**src/rtl/reg_bank_loader.sv**
```systemverilog
// reg_bank_loader: byte-stream frame to one-hot register write strobe; REG_BANK_LOADER_CHECKSUM_EN adds a trailing XOR checksum byte
module reg_bank_loader #(
  parameter int WIDTH  = 8,
  parameter int NREGS  = 16,
  parameter int ADDR_W = 8
) (
  input  logic              CLK,
  input  logic              RST,
  input  logic [7:0]        IN_DATA,
  input  logic              IN_VALID,
  output logic              IN_READY,
  output logic [WIDTH-1:0]  D,
  output logic [NREGS-1:0]  CE,
  output logic              ERR,
  output logic              BUSY
);
  localparam int NB = WIDTH / 8;
  typedef enum logic [1:0] {IDLE, DATA, CHK, COMMIT} state_t;
`ifdef REG_BANK_LOADER_CHECKSUM_EN
  localparam state_t AFTER_DATA = CHK;
`else
  localparam state_t AFTER_DATA = COMMIT;
`endif
  state_t            state, nxt;
  logic [ADDR_W-1:0] addr;
  logic              bad;
  logic [3:0]        cnt;
  logic [WIDTH-1:0]  asm_q, asm_n, d_fin;
  logic              take, last, fin, rej;
  assign take  = IN_VALID && IN_READY;
  assign last  = cnt == 4'(NB - 1);
  assign asm_n = (asm_q << 8) | WIDTH'(IN_DATA);
  assign fin   = take && nxt == COMMIT;
`ifdef REG_BANK_LOADER_CHECKSUM_EN
  logic [7:0] csum;
  assign d_fin = asm_q;
  assign rej   = bad || IN_DATA != csum;
`else
  assign d_fin = asm_n;
  assign rej   = bad;
`endif
  // state register
  always_ff @(posedge CLK or posedge RST)
    if (RST) state <= IDLE;
    else     state <= nxt;
  // next state: frames advance only on accepted bytes, COMMIT is a single cycle
  always_comb begin
    nxt = state;
    case (state)
      IDLE:    nxt = take ? DATA : IDLE;
      DATA:    nxt = take && last ? AFTER_DATA : DATA;
      CHK:     nxt = take ? COMMIT : CHK;
      default: nxt = IDLE;
    endcase
  end
  // frame assembly, registered handshake/status and the commit strobe
  always_ff @(posedge CLK or posedge RST) begin
    if (RST) begin
      IN_READY <= 1'b0;
      BUSY     <= 1'b0;
      D        <= '0;
      CE       <= '0;
      ERR      <= 1'b0;
      addr     <= '0;
      bad      <= 1'b0;
      cnt      <= '0;
      asm_q    <= '0;
`ifdef REG_BANK_LOADER_CHECKSUM_EN
      csum     <= '0;
`endif
    end else begin
      IN_READY <= nxt != COMMIT;
      BUSY     <= nxt != IDLE;
      CE       <= '0;
      ERR      <= 1'b0;
      if (take && state == IDLE) begin
        addr <= IN_DATA[ADDR_W-1:0];
        bad  <= 32'(IN_DATA[ADDR_W-1:0]) >= NREGS;
        cnt  <= '0;
`ifdef REG_BANK_LOADER_CHECKSUM_EN
        csum <= IN_DATA;
`endif
      end
      if (take && state == DATA) begin
        asm_q <= asm_n;
        cnt   <= cnt + 4'd1;
`ifdef REG_BANK_LOADER_CHECKSUM_EN
        csum  <= csum ^ IN_DATA;
`endif
      end
      if (fin) begin
        ERR <= rej;
        CE  <= rej ? '0 : NREGS'(1) << addr;
        D   <= rej ? D : d_fin;
      end
    end
  end
endmodule

```
**config.mk**
```make
export PLATFORM = sky130hd
export DESIGN_NAME = reg_bank_loader
export DESIGN_NICKNAME = d
export VERILOG_FILES = /design/src/rtl/reg_bank_loader.sv
export SDC_FILE = /design/constraint.sdc
export NUM_CORES = 1
export LEC_CHECK = 0
export ABC_AREA = 1
export BUFFER_PORTS_ARGS = -buffer_cell sky130_fd_sc_hd__buf_2
export CORE_ASPECT_RATIO = 0.75
export CORE_UTILIZATION = 53
export DETAILED_ROUTE_END_ITERATION = 12
export PLACE_DENSITY_LB_ADDON = 0.08
export SETUP_SLACK_MARGIN = 0.1
export SYNTH_ARGS = -nofsm -noshare
export SYNTH_HDL_FRONTEND = slang
export SYNTH_SLANG_ARGS = --single-unit
```
**constraint.sdc**
```tcl
create_clock -name CLK -period 1.4 [get_ports CLK]
set_input_delay 0.14 -clock CLK [delete_from_list [all_inputs] [get_ports CLK]]
set_output_delay 0.14 -clock CLK [all_outputs]
set_load 0.02 [all_outputs]
```
; Word-level counts from Yosys, hierarchy flattened
; Index checks and enable logic that the tools add are counted.
[classes]
n_addsub = 1
n_lt_le_gt_ge = 1
eq_ne = 4
shift = 1
mux = 9
bitwise_logic = 1
n_reduce_logical = 10
[ops]
columns = cell, n
row1 = 16-bit 2-to-1 mux, 2
row2 = 1-bit by 8-bit left shift with 16-bit output (first input constant), 1
row3 = 8-bit by 5-bit >= comparator with 1-bit output (second input constant), 1
row4 = 4-bit 2-to-1 mux, 2
row5 = 2-bit case mux with 3 select lines, 1
row6 = 1-bit logical AND, 5
row7 = 4-bit by 1-bit adder with 4-bit output (second input constant), 1
row8 = 2-bit equality test (second input constant), 2
row9 = 4-bit logical NOT, 1
row10 = 2-bit nonzero test, 2
row11 = 1-bit 2-to-1 mux, 3
row12 = 2-bit by 1-bit equality test with 1-bit output (second input constant), 1
row13 = 2-bit logical NOT, 1
row14 = 2-bit 2-to-1 mux, 1
row15 = 2-bit != test (second input constant), 1
row16 = 2-bit AND reduction, 1
row17 = 1-bit inverter, 1
[totals]
reg_bits = 42
in_bits = 11
out_inout_bits = 27
word_cells = 36

; Logic depth before layout (Yosys ltp)
; Gate-level depths: netlist of the first run.
[logic_depth]
word_depth = 7
ltp_mapped = 9
ltp_nobuf = 9

; Least setup slack after synthesis of the first run
; Ideal clock, no wire load.
[synth_timing]
path_type = reg-to-reg
from = register IN_READY
to = register D[0]
setup_ns = 0.065
arrival_ns = 1.248
t_required_ns = 1.335
setup_slack_ns = 0.086
stages_incl_launch_ff = 6
path_buffers = 1
synth_period_minus_slack_ns = 1.314
path_cell_list = dfrtp_1 > nand2_2 > o21ai_4 > buf_4 > nand4_1 > nand2_1
[synth_via]
word_cells_on_any_way = 9
classes_between = 1 x eq/ne / 4 x mux / 4 x reduce/logical
[synth_lines]
columns = item, line
row1 = from (decl), 11  ; output logic IN_READY,
row2 = from (signal assigned), 59  ; IN_READY <= 1'b0;
row3 = from (signal assigned), 72  ; IN_READY <= nxt != COMMIT;
row4 = 1-bit logical AND *, 30  ; assign take = IN_VALID && IN_READY;
row5 = 1-bit 2-to-1 mux, "50, 52"
row6 = 2-bit case mux with 3 select lines *, 49  ; case (state)
row7 = named net nxt[0], 24  ; state_t state, nxt;
row8 = 2-bit equality test *, 33  ; assign fin = take && nxt == COMMIT;
row9 = 1-bit logical AND *, 33
row10 = 2-bit AND reduction (no source line) *, -
row11 = to (signal assigned), 94  ; D <= rej ? D : d_fin;
row12 = to (decl), 12  ; output logic [WIDTH-1:0] D,
; The timed path passes the listed nets; every way through them passes the cells marked *.
; A chain may end at the register's enable or synchronous reset.

; Worst setup path in the final report of the first run
[layout_timing]
from = register cnt[1]
to = register CE[13]
[layout_via]
elab_chain_len = 7
[layout_rtl]
columns = item, line
row1 = from (decl), 27  ; logic [3:0] cnt;
row2 = from (signal assigned), 86  ; cnt <= cnt + 4'd1;
row3 = 4-bit logical NOT, 31  ; assign last = cnt == 4'(NB - 1);
row4 = 1-bit logical AND, 51  ; DATA: nxt = take && last ? AFTER_DATA : DATA;
row5 = 2-bit 2-to-1 mux, 51
row6 = 2-bit case mux with 3 select lines, 49
row7 = 2-bit equality test, 33
row8 = 1-bit logical AND, 33
row9 = 16-bit 2-to-1 mux, 91  ; if (fin) begin
row10 = to (signal assigned), 93  ; CE <= rej ? '0 : NREGS'(1) << addr;
row11 = to (decl), 13  ; output logic [NREGS-1:0] CE,
; No other way between the ends.

==> Implementation_results.wiki, run 1 <==
{| class="wikitable"
! Metric !! Value
|-
| Cell at the root of the clock tree || sky130_fd_sc_hd__clkbuf_8
|-
| Final instance count without filler cells || 263
|-
| Largest cells by area after synthesis || sky130_fd_sc_hd__dfrtp_1 (59%), sky130_fd_sc_hd__nand2_1 (8.0%), sky130_fd_sc_hd__nor2_1 (4.8%), sky130_fd_sc_hd__nand4_1 (3.5%), sky130_fd_sc_hd__inv_1 (3.4%)
|-
| Number of distinct standard cells referenced by the synthesized netlist || 28
|-
| Cell count after synthesis || between 150 and 200
|-
| Global-route total usage across every layer || between 20% and 30%
|-
| Bufs on Longest Clock Path || 2
|-
| Average routed wire per standard cell || 14.2 um
|-
| Number of levels the H-tree was split into || 2
|-
| Vias after detailed routing || between 1000 and 1500
|-
| Worst vdd rail ir drop || 1140 uV
|-
| HPWL after DPL || 2.41 mm
|-
| Share of layout cells above drive strength 1 || 39.6%
|-
| Largest net degree at the start of global routing || 43
|-
| Logic pwr share || 39.0%
|-
| Share of cell area taken by muxes after synthesis || 0%
|-
| Final Critical Period || 1350 ps
|-
| Dominant combinational cell family by area after synthesis || simple AND/OR/NAND/NOR gates
|-
| Startpoint-to-endpoint class of the critical path || register to register
|-
| Worst Setup End Kind || register
|-
| Most instantiated library cell after synthesis || sky130_fd_sc_hd__dfrtp_1
|-
| End-of-flow core utilization || 74.6%
|-
| Setup repair after global routing missed its margin || true
|-
| Top achievable clock speed || 739 MHz
|-
| Grt total ovfl || 0
|-
| Via density per instance || ~5.0
|-
| Async set or reset register ratio after synthesis || 100%
|-
| Top-area cell type share of the netlist area || 58.8%
|-
| Static leakage || 0.00121 uW
|-
| Sw power || 1740 uW
|-
| Switching part of the total || ~38%
|-
| Total iterations of the first detailed-routing run || 4
|-
| Die Height || 52.3 um
|-
| Sequential area share after synthesis || between 50% and 60%
|-
| Post-synth top cells || sky130_fd_sc_hd__dfrtp_1 (42), sky130_fd_sc_hd__nand2_1 (38), sky130_fd_sc_hd__nor2_1 (23)
|-
| Antenna diode count || 0
|-
| Worst-case clock skew || 9.97 ps
|-
| Highest net fanout along the worst path || 8
|-
| Net Count, Synth || around 180
|-
| Fillcell total || 218
|-
| Clock tree from TritonCTS || built
|-
| Max-slew violation count || 0
|-
| Fraction of the mapped netlist area in compound gates || 4.48%
|-
| Full die area || 3610 um^2
|-
| Warnings, synthesis || 0
|-
| Area of the core || slightly above 3000 um^2
|-
| Finish-stage setup viols || 0
|-
| Clock latency reported for the late side of the worst-skew pair || 300 ps
|-
| Total instance count after detailed placement || 246
|-
| Fraction of power consumed by sequential logic || 36.1%
|-
| Normalized max-slew margin || 66.3%
|-
| Remaining design rule violation count || 0
|-
| Share of the clock period used by the worst path || 96.6%
|-
| Max_cap viols || 0
|-
| Final layout net count || 237
|-
| Number of enable flip-flop cells after synthesis || 0
|-
| Most frequently used flop master after synthesis || sky130_fd_sc_hd__dfrtp_1
|-
| Post-synthesis simple-gate area fraction || between 20% and 30%
|-
| Inserted Clock Buffers || 5
|-
| CTS Sinks || 42
|-
| Syn Area/Cell || around 10 um^2
|-
| Result of the run || completed
|-
| Initial cell density of the core || between 50% and 60%
|-
| Total detailed-routing wirelength || 3.73 mm
|-
| Routed Antenna Nets || 0
|-
| Hold Fails Final Rpt || 0
|-
| Area Growth Syn to Fin || 27.9%
|-
| Routability congestion estimate from global placement || 0.773
|-
| Power density cells || 2030 nW/um^2
|-
| Wire length of the first global-routing pass || around 5.9 mm
|-
| Cell area after synthesis || 1790 um^2
|-
| Post-layout total power || 4640 uW
|-
| Worst min-delay path class || input port to register
|-
| Ports || 38
|-
| WP data arrival || 1580 ps
|-
| Initial DRC Count || between 70 and 80
|-
| Worst slew pin tran || 506 ps
|-
| Endpoint required time on the critical path || around 1600 ps
|-
| Via count of the first global-routing pass || ~1300
|-
| Internal power || 2900 uW
|-
| XOR/XNOR Fraction of Synth Area || 0.980%
|-
| Total of buffers placed on input and output ports || 37
|-
| Adder and majority gate portion of the synthesized area || approximately 1.4%
|-
| Total negative slack || 0 ps
|-
| Number of standard-cell rows in the floorplan || 17
|-
| Leading area contributor after synthesis || sky130_fd_sc_hd__dfrtp_1
|-
| Synth Register Bits || 42
|-
| Startpoint types || register
|-
| Portion of total power attributed to the clock network || 24.9%
|-
| Clock transition at the registers of the reported paths || 90 ps
|-
| Number of antenna violations at the first check in global routing || 0
|-
| Floorplan die width || 69.0 um
|}
## cell type report
cell class                 count  area [um^2]  area share (%)
clock buffer                   5         68.8            3.01
clock inverter                 3         68.8            3.01
inverter                      21         81.3            3.56
multi-input combinational    105          661            28.9
sequential                    42         1050            46.0
tap                           38         47.5            2.08
timing repair buffer          49          307            13.4
## layout by cell type (no fill, tap or decap), drive strengths merged
cell         instances
o21ai               11
a21oi                1
dfrtp               42
nor3                 1
nand3                4
clkinv               2
xor2                 2
inv                 20
nand2               44
nor2                26
nand4               12
clkbuf               5
ha                   2
dlygate4sd3          1
buf                 48
or2                  1
bufinv               2
o2bb2ai              1
## state kept, by name, indices dropped and copies added (netlist names)
register and cells:
state 2, BUSY 1, D 8, cnt 4, bad 1, CE 16, addr 8, ERR 1
IN_READY 1
## critical path: stages (launching register included)
cell	delay [ps]
sky130_fd_sc_hd__dfrtp_1	400
sky130_fd_sc_hd__inv_2	90
sky130_fd_sc_hd__ha_4	140
sky130_fd_sc_hd__inv_4	40
sky130_fd_sc_hd__nor2_8	80
sky130_fd_sc_hd__nand2_4	70
sky130_fd_sc_hd__nand2_8	110
sky130_fd_sc_hd__nand4_4	180
sky130_fd_sc_hd__nor2_1	180
## what timing repair did
action	in CTS	in global routing
gates cloned	0	0
endpoints found under the hold margin	42	0
resized for setup	9	10
pin swaps	4	2
hold buffers	1	0
buffers inserted	7	1
setup endpoints to repair	25	26
## power by group through the flow
stage | Clock (uW) | Combinational (uW) | Sequential [uW]
floorplan | 0 | 1090 | 1780
global placement | 0 | 1440 | 1680
detailed placement | 0 | 1490 | 1690
CTS | 1150 | 1750 | 1670
global route | 1200 | 1980 | 1710
finish | 1160 | 1810 | 1680
## metal layers
layer	up-vias	GRT usage, %	wire [um]
li1	646	-	-
met4	0	7.14	82
met2	42	35.8	1760
met5	-	0	0
met1	626	29.0	1690
met3	11	6.73	193
## logic make-up (layout without fill, tap and decap cells)
group,count (synthesis),count (layout)
buffers and inverters,24,78
AO/OA/AOI/OAI,13,13
XOR/XNOR,2,2
flip-flops,42,42
adder cells (fa/ha/maj),2,2
AND/OR/NAND/NOR,88,88
## worst paths after layout
kind	startpoint	to	slack, ps	depth (start not counted)
worst max-delay path	cnt[1]	CE[13]	50	8
worst min-delay path	IN_DATA[3]	addr[3]	90	3
worst max register to register	cnt[1]	CE[13]	50	8
worst min register to register	D[6]	D[6]	470	2
max in group asynchronous	RST	IN_READY	530	4
min in group asynchronous	RST	CE[3]	500	4
## stage by stage
| step | cell area [um^2] | worst slack [ps] | hold WS, ps |
|---|---|---|---|
| global route | 2290 | -15.5 | 99.5 |
| global placement | 2020 | 39.2 | 283 |
| floorplan | 1790 | 125 | 250 |
| detailed placement | 2020 | -17.9 | 307 |
| finish | 2290 | 47.5 | 85.2 |
| CTS | 2250 | 90.7 | 80.8 |
No activity file was read; power rests on OpenSTA's default activity.
==> inputs of run 2 (changes only) <==
--- a/config.mk
+++ b/config.mk
@@ -10,6 +10,7 @@
 export CORE_ASPECT_RATIO = 0.75
 export CORE_UTILIZATION = 53
 export DETAILED_ROUTE_END_ITERATION = 12
+export GPL_TIMING_DRIVEN = 0
 export PLACE_DENSITY_LB_ADDON = 0.08
 export SETUP_SLACK_MARGIN = 0.1
 export SYNTH_ARGS = -nofsm -noshare
==> Implementation_results.wiki, run 2 (same netlist as run 1, synthesis figures left out) <==
{| class="wikitable"
! Metric !! Value
|-
| Routability congestion estimate from global placement || 0.807 (was 0.773)
|-
| Average routed wire per standard cell || 12.6 um (was 14.2 um)
|-
| Normalized max-slew margin || 43.5% (was 66.3%)
|-
| WP data arrival || 1470 ps (was 1580 ps)
|-
| Most common library cell in the layout ignoring fill and taps || sky130_fd_sc_hd__dfrtp_1 (unchanged)
|-
| Number of standard-cell rows in the floorplan || 17 (unchanged)
|-
| CTS Sinks || 42 (unchanged)
|-
| Leading cell types in the layout, fill and taps excluded || sky130_fd_sc_hd__dfrtp_1 (41), sky130_fd_sc_hd__buf_2 (37), sky130_fd_sc_hd__nand2_1 (32), sky130_fd_sc_hd__nor2_1 (13), sky130_fd_sc_hd__inv_1 (12) (was sky130_fd_sc_hd__dfrtp_1 (41), sky130_fd_sc_hd__nand2_1 (37), sky130_fd_sc_hd__buf_2 (37), sky130_fd_sc_hd__nor2_1 (14), sky130_fd_sc_hd__inv_1 (13))
|-
| Full die area || 3610 um^2 (unchanged)
|-
| HPWL after DPL || 2.30 mm (was 2.41 mm)
|-
| Initial DRC Count || 42 (was 77)
|-
| Number of buffers inserted for hold repair after clock tree synthesis || 0 (was 1)
|-
| Via density per instance || 4.95 (was 5.04)
|-
| Startpoint-to-endpoint class of the critical path || register to register (unchanged)
|-
| Global-route total usage across every layer || 19.6% (was 22.1%)
|-
| Wire length of the first global-routing pass || 5.42 mm (was 5.89 mm)
|-
| Cell at the root of the clock tree || sky130_fd_sc_hd__clkbuf_8 (unchanged)
|-
| Fillcell total || 235 (was 218)
|-
| Setup repair after global routing missed its margin || true (unchanged)
|-
| Endpoint required time on the critical path || 1580 ps (was 1630 ps)
|-
| Largest net degree at the start of global routing || 43 (unchanged)
|-
| Clock transition at the registers of the reported paths || 70 ps (was 90 ps)
|-
| Static leakage || 0.00118 uW (was 0.00121 uW)
|-
| Total detailed-routing wirelength || 3.29 mm (was 3.73 mm)
|-
| Via count of the first global-routing pass || 1215 (was 1277)
|-
| Worst Setup End Kind || register (unchanged)
|-
| Top Registers || CE: 16 flops, D: 8 flops, addr: 8 flops (unchanged)
|-
| Worst-case clock skew || 2.47 ps (was 9.97 ps)
|-
| Floorplan die width || 69.0 um (unchanged)
|-
| Final layout net count || 235 (was 237)
|-
| Grt total ovfl || 0 (unchanged)
|-
| Remaining design rule violation count || 0 (unchanged)
|-
| Initial cell density of the core || 58.3% (unchanged)
|-
| Max_cap viols || 0 (unchanged)
|-
| Worst slew pin tran || 846 ps (was 506 ps)
|-
| Area of the core || 3060 um^2 (unchanged)
|-
| Total instance count after detailed placement || 246 (unchanged)
|-
| Routed Antenna Nets || 0 (unchanged)
|-
| Clock tree from TritonCTS || built (unchanged)
|-
| Number of antenna violations at the first check in global routing || 0 (unchanged)
|-
| Register with the most flip-flops || CE (unchanged)
|-
| Vias after detailed routing || 1293 (was 1325)
|-
| Hold Fails Final Rpt || 0 (unchanged)
|-
| Antenna diode count || 0 (unchanged)
|-
| Share of the clock period used by the worst path || 92.2% (was 96.6%)
|-
| Top achievable clock speed || 775 MHz (was 739 MHz)
|-
| Ports || 38 (unchanged)
|-
| Total iterations of the first detailed-routing run || 4 (unchanged)
|-
| Worst setup path startpoint || cnt[1] (unchanged)
|-
| Final Critical Period || 1290 ps (was 1350 ps)
|-
| Bufs on Longest Clock Path || 2 (unchanged)
|-
| Worst vdd rail ir drop || 1170 uV (was 1140 uV)
|-
| Clock latency reported for the late side of the worst-skew pair || 280 ps (was 300 ps)
|-
| Power density cells || 1930 nW/um^2 (was 2030 nW/um^2)
|-
| Startpoint types || register (unchanged)
|-
| Total of buffers placed on input and output ports || 37 (unchanged)
|-
| Max-slew violation count || 0 (unchanged)
|-
| Reg2Reg Launch Point || cnt[1] (unchanged)
|-
| Die Height || 52.3 um (unchanged)
|-
| Number of levels the H-tree was split into || 2 (unchanged)
|-
| Final instance count without filler cells || 261 (was 263)
|-
| Destination of the worst register-to-register timing path || D[0] (was CE[13])
|-
| Worst min-delay path class || input port to async pin (was input port to register)
|-
| Critical Path Sink || D[0] (was CE[13])
|-
| Finish-stage setup viols || 0 (unchanged)
|-
| Setup slack on the worst flop-to-flop path || 110 ps (was 50 ps)
|-
| Max reg flops || 16 (unchanged)
|-
| Area Growth Syn to Fin || 25.7% (was 27.9%)
|-
| Final Hold Slack || 27.5 ps (was 85.2 ps)
|-
| Result of the run || completed (unchanged)
|-
| Worst R2R Path Depth || 9 (was 8)
|-
| Share of layout cells above drive strength 1 || 41.7% (was 39.6%)
|-
| Highest net fanout along the worst path || 8 (unchanged)
|-
| Inserted Clock Buffers || 5 (unchanged)
|}
[run 2: worst min-delay path by stage]
stage,startpoint,to,cells after the start
after floorplan,IN_DATA[4],addr[4],2
after global placement,IN_DATA[4],addr[4],3
after detailed placement,RST,BUSY,2
after CTS,RST,cnt[2],2
after global routing,RST,CE[3],2
final,RST,BUSY,2
[run 2: final cells by class]
class	count	area, um^2	area share (%)
Sequential cell	42	1050	46.9
Multi-Input combinational cell	105	676	30.1
Timing Repair Buffer	44	238	10.6
Inverter	21	83.8	3.73
Clock buffer	7	76.3	3.40
Tap cell	38	47.5	2.12
Buffer	3	42.5	1.89
Clock inverter	1	30.0	1.34
[run 2: worst max-delay path, stage by stage (launching register included)]
cell	delay, ps
sky130_fd_sc_hd__dfrtp_1	390
sky130_fd_sc_hd__inv_2	80
sky130_fd_sc_hd__ha_4	140
sky130_fd_sc_hd__inv_4	40
sky130_fd_sc_hd__nor2_8	80
sky130_fd_sc_hd__nand2_4	70
sky130_fd_sc_hd__nand2_8	90
sky130_fd_sc_hd__nand3_4	140
sky130_fd_sc_hd__nand2_2	110
sky130_fd_sc_hd__nand2_2	50
[run 2: where the power goes]
part / internal, uW / leakage (uW) / switching, uW
Sequential: 1490 / 0.000551 / 190
Combinational: 658 / 0.000575 / 1100
Clock: 533 / 0.0000524 / 377
[run 2: per-layer routing]
| layer | global-route usage [%] | up-vias | share of wire [%] |
|---|---|---|---|
| met4 | 6.80 | 0 | 0.61 |
| met5 | 0 | - | 0 |
| met1 | 26.5 | 624 | 49 |
| li1 | - | 640 | - |
| met2 | 31.1 | 25 | 46 |
| met3 | 5.19 | 4 | 3.9 |
[run 2: stage by stage]
| stage | utilization, % | setup slack (ps) | total power [uW] | area, um^2 | TNS, ps |
|---|---|---|---|---|---|
| final | 73.3 | 109 | 4340 | 2250 | 0 |
| after global routing | 73.3 | 25.9 | 4620 | 2250 | 0 |
| after CTS | 70.3 | 84.1 | 4180 | 2150 | 0 |
| after detailed placement | 66.0 | 16.8 | 3200 | 2020 | 0 |
| after global placement | 66.0 | -270 | 3140 | 2020 | -6570 |
| after floorplan | - | 125 | 2870 | 1790 | 0 |
[run 2: timing repair]
item / in CTS / in global routing
resized for setup: 3 / 24
endpoints found under the setup margin: 27 / 29
setup buffers: 3 / 3
hold endpoints to repair: 0 / 0
gates cloned: 0 / 1
pin swaps: 5 / 8
==> inputs of run 3 (changes only) <==
--- a/config.mk
+++ b/config.mk
@@ -7,7 +7,7 @@
 export LEC_CHECK = 0
 export ABC_AREA = 1
 export BUFFER_PORTS_ARGS = -buffer_cell sky130_fd_sc_hd__buf_2
-export CORE_ASPECT_RATIO = 0.75
+export CORE_ASPECT_RATIO = 1.75
 export CORE_UTILIZATION = 53
 export DETAILED_ROUTE_END_ITERATION = 12
 export GPL_TIMING_DRIVEN = 0
==> Implementation_results.wiki, run 3 (same netlist as run 1, synthesis figures left out) <==
{| class="wikitable"
! Metric !! Value
|-
| Floorplan die width || 45.9 um (was 69.0 um)
|-
| Clock latency reported for the late side of the worst-skew pair || 290 ps (was 280 ps)
|-
| Worst Setup End Kind || register (unchanged)
|-
| Post-layout total power || 4140 uW (was 4340 uW)
|-
| Top achievable clock speed || 772 MHz (was 775 MHz)
|-
| Via density per instance || 4.82 (was 4.95)
|-
| Ports || 38 (unchanged)
|-
| Initial cell density of the core || 56.3% (was 58.3%)
|-
| Wire length of the first global-routing pass || 5.40 mm (was 5.42 mm)
|-
| Number of levels the H-tree was split into || 2 (unchanged)
|-
| Max_cap viols || 0 (unchanged)
|-
| Antenna diode count || 0 (unchanged)
|-
| Bufs on Longest Clock Path || 2 (unchanged)
|-
| Clock tree from TritonCTS || built (unchanged)
|-
| Worst vdd rail ir drop || 1530 uV (was 1170 uV)
|-
| Average routed wire per standard cell || 11.6 um (was 12.6 um)
|-
| Worst path cell trace || inv_2 > ha_4 > inv_4 > nor2_8 > nand2_4 > nand2_8 > nand3_4 > nand2_2 > nand2_1 (was inv_2 > ha_4 > inv_4 > nor2_8 > nand2_4 > nand2_8 > nand3_4 > nand2_2 > nand2_2)
|-
| Static leakage || 0.00117 uW (was 0.00118 uW)
|-
| Worst min-delay path class || input port to async pin (unchanged)
|-
| Endpoint required time on the critical path || 1590 ps (was 1580 ps)
|-
| Register with the most flip-flops || CE (unchanged)
|-
| Number of buffers inserted for hold repair after clock tree synthesis || 0 (unchanged)
|-
| Worst-case clock skew || 6.04 ps (was 2.47 ps)
|-
| Area Growth Syn to Fin || 24.5% (was 25.7%)
|-
| Leading cell types in the layout, fill and taps excluded || sky130_fd_sc_hd__dfrtp_1 (41), sky130_fd_sc_hd__buf_2 (37), sky130_fd_sc_hd__nand2_1 (31), sky130_fd_sc_hd__nor2_1 (13), sky130_fd_sc_hd__inv_1 (12) (was sky130_fd_sc_hd__dfrtp_1 (41), sky130_fd_sc_hd__buf_2 (37), sky130_fd_sc_hd__nand2_1 (32), sky130_fd_sc_hd__nor2_1 (13), sky130_fd_sc_hd__inv_1 (12))
|-
| Remaining design rule violation count || 0 (unchanged)
|-
| HPWL after DPL || 2.27 mm (was 2.30 mm)
|-
| Number of standard-cell rows in the floorplan || 27 (was 17)
|-
| Die Height || 78.8 um (was 52.3 um)
|-
| Finish-stage setup viols || 0 (unchanged)
|-
| Highest net fanout along the worst path || 8 (unchanged)
|-
| Via count of the first global-routing pass || 1306 (was 1215)
|-
| Area of the core || 3180 um^2 (was 3060 um^2)
|-
| Max-slew violation count || 0 (unchanged)
|-
| Routability congestion estimate from global placement || 0.814 (was 0.807)
|-
| Hold Fails Final Rpt || 0 (unchanged)
|-
| Initial DRC Count || 27 (was 42)
|-
| Power density cells || 1860 nW/um^2 (was 1930 nW/um^2)
|-
| Normalized max-slew margin || 45.6% (was 43.5%)
|-
| End-of-flow core utilization || 70.1% (was 73.3%)
|-
| Max reg flops || 16 (unchanged)
|-
| Worst slew pin tran || 815 ps (was 846 ps)
|-
| Total negative slack || 0 ps (unchanged)
|-
| Total of buffers placed on input and output ports || 37 (unchanged)
|-
| Share of layout cells above drive strength 1 || 42.3% (was 41.7%)
|-
| Vias after detailed routing || 1276 (was 1293)
|-
| Most common library cell in the layout ignoring fill and taps || sky130_fd_sc_hd__dfrtp_1 (unchanged)
|-
| Total iterations of the first detailed-routing run || 4 (unchanged)
|-
| Number of antenna violations at the first check in global routing || 0 (unchanged)
|-
| Setup repair after global routing missed its margin || true (unchanged)
|-
| Total detailed-routing wirelength || 3.06 mm (was 3.29 mm)
|-
| Largest net degree at the start of global routing || 43 (unchanged)
|-
| Share of the clock period used by the worst path || 92.5% (was 92.2%)
|-
| CTS Sinks || 42 (unchanged)
|-
| Inserted Clock Buffers || 5 (unchanged)
|-
| Result of the run || completed (unchanged)
|-
| Sequential cell area in the final layout || 1050 um^2 (unchanged)
|-
| Fillcell total || 279 (was 235)
|-
| Final Critical Period || 1290 ps (about the same)
|-
| Final layout net count || 234 (was 235)
|-
| Footprint of the multi-input gates || 673 um^2 (was 676 um^2)
|-
| Startpoint types || register (unchanged)
|-
| Routed Antenna Nets || 0 (unchanged)
|-
| Full die area || 3620 um^2 (was 3610 um^2)
|-
| Clock transition at the registers of the reported paths || 80 ps (was 70 ps)
|-
| Global-route total usage across every layer || 20.6% (was 19.6%)
|-
| Top Registers || CE: 16 flops, D: 8 flops, addr: 8 flops (unchanged)
|-
| WP data arrival || 1490 ps (was 1470 ps)
|-
| Grt total ovfl || 0 (unchanged)
|-
| Crit-path slowest cell || sky130_fd_sc_hd__dfrtp_1 (unchanged)
|-
| Startpoint-to-endpoint class of the critical path || register to register (unchanged)
|-
| Biggest cell delay along the critical path || 410 ps (was 390 ps)
|-
| Cell at the root of the clock tree || sky130_fd_sc_hd__clkbuf_8 (unchanged)
|}
## run 3: cell types whose count changed in the layout (fill, tap and decap cells not counted), sizes merged
cell    before  now
buf         47   46
bufinv       1    0
clkinv       1    2
## run 3: cell type report
class,count,share of cell area [%]
buffer,3,1.91
clock inverter,1,0.225
multi-input combinational,105,30.3
clock buffer,7,3.88
timing repair buffer,43,10.3
sequential,42,47.3
inverter,21,3.66
tap,43,2.42
## run 3: final timing paths
kind	startpoint	end	slack [ps]	cells past startpoint
min reg2reg	D[2]	D[2]	480	2
max reg2reg	cnt[1]	D[1]	110	9
max	cnt[1]	D[1]	110	9
max in group asynchronous	RST	IN_READY	840	2
min	RST	D[2]	3	2
min in group CLK	IN_DATA[2]	addr[2]	80	3
## run 3: stage by stage
step                setup WS (ps)  hold slack (ps)  cell area (um^2)  std cells
floorplan                     125              250              1790        171
global placement             -259              373              2030        251
detailed placement           20.5              352              2030        251
CTS                          99.1             30.5              2180        264
global route                -5.20             90.7              2220        265
finish                        105             2.85              2220        265
## run 3: repair_timing
item	in CTS	in global routing
setup buffers	5	1
resized for setup	8	16
setup endpoints to repair	26	26
pin swaps	5	6
## run 3: metal layers
layer  global-route usage (%)  vias to the layer above  share of wire (%)
li1                         -                      637                  -
met1                     21.5                      596                 38
met2                     36.9                       35                 56
met3                     4.77                        8                4.0
met4                     8.82                        0                2.4
met5                        0                        -                  0
## run 3: critical path, delay by kind of cell (launching register included)
| kind | cells | cell delay [ps] |
|---|---|---|
| AND/OR/NAND/NOR | 6 | 510 |
| flip-flops | 1 | 410 |
| adder cells (fa/ha/maj) | 1 | 140 |
| buffers and inverters | 2 | 130 |
## run 3: where the power goes
part	total [uW]	internal, uW	switching, uW
Sequential	1680	1490	190
Combinational	1680	631	1050
Clock	786	397	388
Total	4140	2520	1630
